File: src/rtl/w_bank_store.sv
// w_bank_store: kernel weight banks written from a byte stream, read through per-bank registered ports
module w_bank_store #(
    parameter int NBANK = 16,
    parameter int DEPTH = 16,
    parameter int AW = 4,
    parameter int DW = 8
) (
    input  logic                clk,
    input  logic                xrst,
    input  logic                load_start,
    input  logic                in_valid,
    output logic                in_ready,
    input  logic [DW-1:0]       in_data,
    output logic                busy,
    output logic                load_done,
    output logic                loaded,
    input  logic [NBANK*AW-1:0] w_raddr,
    output logic [NBANK*DW-1:0] w_rdata
);
    localparam int BW = $clog2(NBANK);
    localparam int CW = $clog2(NBANK * DEPTH) + 1;
    localparam logic [CW-1:0] LAST = CW'(NBANK * DEPTH - 1);

    typedef enum logic [1:0] {IDLE, LOAD, DONE} state_t;

    state_t        state, state_n;
    logic [CW-1:0] cnt, cnt_n;
    logic          loaded_n;
    logic          we;
    logic [BW-1:0] wb;
    logic [AW-1:0] wa;

    assign in_ready  = state == LOAD;
    assign busy      = in_ready;
    assign load_done = state == DONE;
    assign we        = in_ready & in_valid;
    // word k lands in bank k mod NBANK, row k div NBANK
    assign wb        = cnt[BW-1:0];
    assign wa        = cnt[BW +: AW];

    always_ff @(posedge clk or posedge xrst) begin
        if (xrst) begin
            state  <= IDLE;
            cnt    <= '0;
            loaded <= 1'b0;
        end else begin
            state  <= state_n;
            cnt    <= cnt_n;
            loaded <= loaded_n;
        end
    end

    always_comb begin
        state_n  = state;
        cnt_n    = cnt;
        loaded_n = loaded;
        case (state)
            IDLE: if (load_start) begin
                state_n  = LOAD;
                cnt_n    = '0;
                loaded_n = 1'b0;
            end
            LOAD: if (we) begin
                cnt_n   = cnt + CW'(1);
                state_n = cnt == LAST ? DONE : LOAD;
            end
            DONE: begin
                state_n  = IDLE;
                loaded_n = 1'b1;
            end
            default: state_n = IDLE;
        endcase
    end

    for (genvar b = 0; b < NBANK; b++) begin : g_bank
        logic [DW-1:0] mem [DEPTH];
        logic [DW-1:0] rd;
        always_ff @(posedge clk) begin
            if (we && wb == BW'(b)) mem[wa] <= in_data;
        end
        // nonblocking read of the array gives read-first behaviour on collision
        always_ff @(posedge clk or posedge xrst) begin
            if (xrst) rd <= '0;
            else rd <= mem[w_raddr[b*AW +: AW]];
        end
        assign w_rdata[b*DW +: DW] = rd;
    end
endmodule

File: config.mk
export PLATFORM = sky130hd
export DESIGN_NAME = w_bank_store
export DESIGN_NICKNAME = d
export VERILOG_FILES = /design/src/rtl/w_bank_store.sv
export SDC_FILE = /design/constraint.sdc
export NUM_CORES = 2
export LEC_CHECK = 0
export ABC_AREA = 0
export CORE_ASPECT_RATIO = 1.4
export CORE_UTILIZATION = 25
export DETAILED_ROUTE_END_ITERATION = 6
export REMOVE_ABC_BUFFERS = 1
export SYNTH_ARGS = -nofsm -noshare
export SYNTH_HDL_FRONTEND = slang
export SYNTH_SLANG_ARGS = --single-unit
File: constraint.sdc
create_clock -name clk -period 5.61 [get_ports clk]
set_clock_uncertainty 0.05 [all_clocks]
set_input_delay 0.561 -clock clk [delete_from_list [all_inputs] [get_ports clk]]
set_output_delay 0.561 -clock clk [all_outputs]
set_load 0.01 [all_outputs]
# Word level (Yosys, flattened, before mapping)

Memories as Yosys holds them, arrays and structs flattened. A register that Yosys moved wholly into a read port is not among the register bits.
Cells that the tools add are included.

Add/subtract/negate cells: 1
Eq/ne operators: 20
Muxes and demuxes: 41
Bitwise operators: 1
Reduce and logical (&&, ||, !) cells: 23

Operators with widths:

| cell                                                                    | count |
|---|---|
| 1-bit two-way mux                                                       | 33 |
| 4-bit == test, second input constant                                    | 8 |
| 9-bit two-way mux                                                       | 2 |
| 9-bit one-hot mux with 2 select lines                                   | 1 |
| 4-bit by 3-bit == test with 1-bit output, second input constant         | 4 |
| 1-bit logical AND                                                       | 16 |
| 9-bit by 1-bit adder with 9-bit output, second input constant           | 1 |
| 9-bit by 8-bit == test with 1-bit output, second input constant         | 1 |
| 4-bit by 2-bit == test with 1-bit output, second input constant         | 2 |
| 2-bit two-way mux                                                       | 3 |
| 4-bit by 1-bit == test with 1-bit output, second input constant         | 1 |
| 4-bit logical NOT                                                       | 1 |
| 2-bit one-hot mux with 2 select lines                                   | 1 |
| 2-bit AND reduction                                                     | 2 |
| 2-bit nonzero test                                                      | 2 |
| 3-bit AND reduction                                                     | 1 |
| 2-bit by 1-bit == test with 1-bit output, second input constant         | 1 |
| 2-bit == test, second input constant                                    | 1 |
| 2-bit logical NOT                                                       | 1 |
| 2-bit by 1-bit inequality test with 1-bit output, second input constant | 1 |
| 2-bit inequality test, second input constant                            | 1 |
| 1-bit one-hot mux with 2 select lines                                   | 1 |
| 1-bit bitwise AND                                                       | 1 |

Flip-flop bits (word level): 12
Memory bits (writable): 2,048
Bits of input ports: 76
Output and inout port bits: 132
Memories: 16

Memory list:

| memory         | depth | bits a word | read ports | clocked after memory_dff | write ports | RTL line | source |
|---|---|---|---|---|---|---|---|
| g_bank[0].mem  | 16    | 8           | 1          | 1                        | 1           | 76       | `logic [DW-1:0] mem [DEPTH];` |
| g_bank[10].mem | 16    | 8           | 1          | 1                        | 1           | 76       |  |
| g_bank[11].mem | 16    | 8           | 1          | 1                        | 1           | 76       |  |
| g_bank[12].mem | 16    | 8           | 1          | 1                        | 1           | 76       |  |
| g_bank[13].mem | 16    | 8           | 1          | 1                        | 1           | 76       |  |
| g_bank[14].mem | 16    | 8           | 1          | 1                        | 1           | 76       |  |
| +10 memories   | -     | -           | -          | -                        | -           | -        |  |

# Depth between registers and ports, before layout

Depth after elaboration: 5
Depth in mapped cells: 7

# Worst setup path after synthesis

Ideal clock, no wire load.

Kind: register to register
Start: reg cnt[0]
End: mem g_bank[15].mem[2][0], enable pin
Data arrival time: 1.718 ns
Setup slack: 3.472 ns
Cell stages (with the launch flop): 6
Clock period less this slack: 2.138 ns
Path through: dfrtp_1 > ha_1 > nand4b_2 > or2_1 > buf_6 > nor2_1

Word-level cells in the longest chain between the ends: 4

Ends and longest elaborated chain:

| item                                    | RTL line | source |
|---|---|---|
| from (decl)                             | 27       | `logic [CW-1:0] cnt, cnt_n;` |
| from (signal assigned)                  | 48       | `cnt <= cnt_n;` |
| 4-bit == test                           | 79       | `if (we && wb == BW'(b)) mem[wa] <= in_data;` |
| 1-bit logical AND                       | 79       |  |
| 1-bit two-way mux                       | 79       |  |
| 1-bit two-way mux (implied by the code) | 79       |  |
| to (decl)                               | 76       |  |

Every way passes these cells.

# Worst setup path after layout

Start: reg state[0]
End: out busy

Word-level cells in the longest chain between the ends: 1

Ends and longest elaborated chain:

| item                                     | RTL line | source |
|---|---|---|
| from (decl)                              | 26       | `state_t state, state_n;` |
| from (signal assigned)                   | 47       | `state <= state_n;` |
| 2-bit by 1-bit == test with 1-bit output | 33       | `assign in_ready = state == LOAD;` |
| to (decl)                                | 14       | `output logic busy,` |

Every way passes these cells.

==> run summary <==
### Floorplanning
• 25.1% — initial core utilization
• 332000 um2 — area enclosed by the die boundary
• 249 — number of rows created at floorplan
• 681 um — chip height
• 208 — boundary pin count
• 487 um — die width
• 328000 um2 — Placeable Area

### STA
• 58.5% — Final Cycle Share
• 0 — setup violators final
• 1.23 ns — Worst Max-Slew Pin Slew
• 17.9% — Slew HR
• 0 ns — Setup TNS
• 0 — number of hold-slack violations in the final timing report
• 0.304 GHz — Achievable Freq
• 2.33 ns — final setup margin
• no — RSZ-0062 raised after global routing
• 3.28 ns — final critical-path required period
• 0 — pins over their slew limit

### Worst setup path
• 2.67 ns — data arrival time of the critical path
• output port — kind of end point of the critical path
• 2.33 ns — slack of the worst reg-to-reg path
• sky130_fd_sc_hd__nor2b_1 — slowest cell on the critical path
• simple AND/OR/NAND/NOR gates — dominant delay contributor by cell family on the critical path
• 5.00 ns — required time of the worst setup path
• 0.70 ns — Crit path largest cell delay
• 7 — worst-path fanout max
• flop — critical path startpoint category
• 1 — Buffers & Inverters on Critical Path
• nor2b_1, clkdlybuf4s50_1 — series of cell instances along the critical path
• reg -> out — worst setup path category

### Power
• 29.3 nW — LEAKAGE
• 358 nW/um2 — P per Cell Area
• 34.4 mW — total power consumption of the routed design
• 0.000245 V — maximum vdd drop

### Run status
• finished, violations left — outcome
• design-rule violations — violations in the final reports

### Clock network
• 4 — buffer depth of the longest clock path
• done — clock tree from TritonCTS
• 2188 — number of clock sinks seen by CTS
• 4 — level count of the clock H-tree
• 0.07 ns — CTS clock-pin slew for the worst setup and hold paths
• sky130_fd_sc_hd__clkbuf_16 — CTS Root Cell
• 0.85 ns — Clk Latency, worst-skew pair
• 200 — TritonCTS buffer count

### Finish
• 4041 — net total in the final layout
• 31400 — fillcell total
• 16.6% — synth-to-layout area growth
• 8516 — post-route non-filler standard cell count
• 96100 um2 — final design area excluding fillers
• 23.5% — fraction of final layout cells sized beyond drive strength 1

### Detailed routing
• 212 mm — final wirelength
• 1 — detailed-route DRC error count
• 37600 — vias after detailed routing
• met5 — top routing layer used
• 110 mm — length of routed met2 wiring
• 24.9 um — DR WL/cell
• 3544 — Iteration-0 DRC Markers
• 79.8 mm — met1 wire length
• 14.6 mm — routed wl met3
• 4.41 — Via density
• 0 — post-route ant nets
• 7 — number of detailed-routing iterations run before antenna repair

### Yosys
• 2048 — EDFF count, synth
• 6.40% — asr flop ratio synth
• 0 — number of warnings issued by yosys
• 22.3 um2 — average cell area after synthesis
• 3699 — Synth Instances
• 82400 um2 — mapped cell area
• sky130_fd_sc_hd__edfxtp_1 — Main synth FF type
• 2188 — #FFs+latches synth
• 42 — synth unique cells
• 78.9% — sequential share of the synthesized area

### Run
• 0 — count of maximum capacitance violations

### Global routing
• 131 — maximum number of pins on one net before global-route repair
• 31 — initial antenna violation count
• 40000 — number of global-route vias before repair
• 12.6% — Tot GR Track Use
• 0 — GRT Residual Overflow
• 302 mm — wire length of the first global-routing pass

### Placement
• 0.817 — global placement routability congestion
• 132 mm — estimated wirelength of the detail-placed design
• 89300 um2 — placed cell area
• 8149 — number of instances in the placed design
• 207 — port buffer count
• 1.83 ns — pre-CTS WS

### Min path
• in -> reg — Hold Crit Class

flip-flops by register name, indices dropped and copies added (netlist names):
signal,flops
state,2
g_bank.mem,2048
g_bank.rd,128
cnt,9
loaded,1
cell type report:
type	instances	area, um2	share of cell area [%]
multi-input cells	1304	16200	16.8
clock inverters	134	1580	1.64
flip-flops and latches	2188	65000	67.7
diodes	8	20.0	0.0208
inverters	5	26.3	0.0273
repair buffers	261	2590	2.70
well taps	4392	5500	5.72
clock buffers	224	5200	5.41
where the power goes:
part	leakage, nW	internal (mW)	switching, mW	total (mW)
clock network	3.26	8.05	6.15	14.2
logic	5.94	0.714	1.33	2.04
registers	20.1	18.0	0.109	18.1
cells in the mapped netlist (all sizes together), types with 17 or more instances:
cell type,n,area [um2]
dfrtp,140,3500
buf,178,1180
nor2,280,1230
nand2,142,533
a22oi,256,1920
edfxtp,2048,61500
clkbuf,24,90.1
nand3,19,180
mux4,512,11500
and2,17,106
nor2b,40,250
worst paths after layout:
check	startpoint	end	cells past startpoint
min reg2reg	cnt[8]	cnt[8]	1
max reg2reg	cnt[4]	g_bank[4].mem[15][3]	3
min in group asynchronous	xrst	g_bank[7].rd[0]	2
max in group asynchronous	xrst	g_bank[0].rd[0]	3
max	state[0]	busy	2
min	in_data[7]	g_bank[5].mem[0][7]	1
layout by cell type (no fill, tap or decap), types with 20 or more instances in the layout:
cell                              count
sky130_fd_sc_hd__edfxtp_1          2048
sky130_fd_sc_hd__mux4_2             508
sky130_fd_sc_hd__a22oi_1            256
sky130_fd_sc_hd__nor2_1             250
sky130_fd_sc_hd__clkbuf_16          204
sky130_fd_sc_hd__clkdlybuf4s50_1    181
sky130_fd_sc_hd__dfrtp_1            140
sky130_fd_sc_hd__nand2_1            133
sky130_fd_sc_hd__nor2b_1             40
sky130_fd_sc_hd__buf_4               40
sky130_fd_sc_hd__bufinv_16           28
sky130_fd_sc_hd__clkinv_2            27
sky130_fd_sc_hd__clkinvlp_4          22
sky130_fd_sc_hd__nor2_4              21
sky130_fd_sc_hd__clkinv_1            20
cells by family (layout without fill, tap and decap cells):
kind of cell	count (synthesis)	after routing	share of synthesized area [%]
flops	2188	2188	78.9
compound gates	269	269	2.43
buf+inv	207	624	1.57
mux	513	513	14.0
fa+ha+maj	5	5	0.0759
xor+xnor	1	1	0.0106
other cells	0	8	0
simple gates	516	516	2.99
per-stage QoR:
stage                     util, %  hold slack, ns
final                        29.3           0.111
after global routing         29.3           0.105
after CTS                    29.3          0.0817
after detailed placement     27.2           0.430
after global placement       27.2           0.429
after floorplan                 -           0.406
worst register-to-register path: stages (launching register included):
cell and delay [ns]:
sky130_fd_sc_hd__dfrtp_1 0.57, sky130_fd_sc_hd__nand4_1 1.03, sky130_fd_sc_hd__buf_4 0.65, sky130_fd_sc_hd__nor2_1 0.62
repair_timing:
action	4_1_cts	5_1_grt
hold buffers	1	0
endpoints found under the hold margin	19	0
buffers inserted	0	0
endpoints found under the setup margin	0	0
resized for setup	0	0
per-layer routing:
| metal | vias up | track usage (%) |
|---|---|---|
| met5 | - | 0 |
| met4 | 22 | 4.87 |
| met3 | 385 | 2.62 |
| met2 | 1477 | 22.4 |
| met1 | 19800 | 14.9 |
| li1 | 15900 | - |
Note: power is estimated with default switching activity, not from simulation.
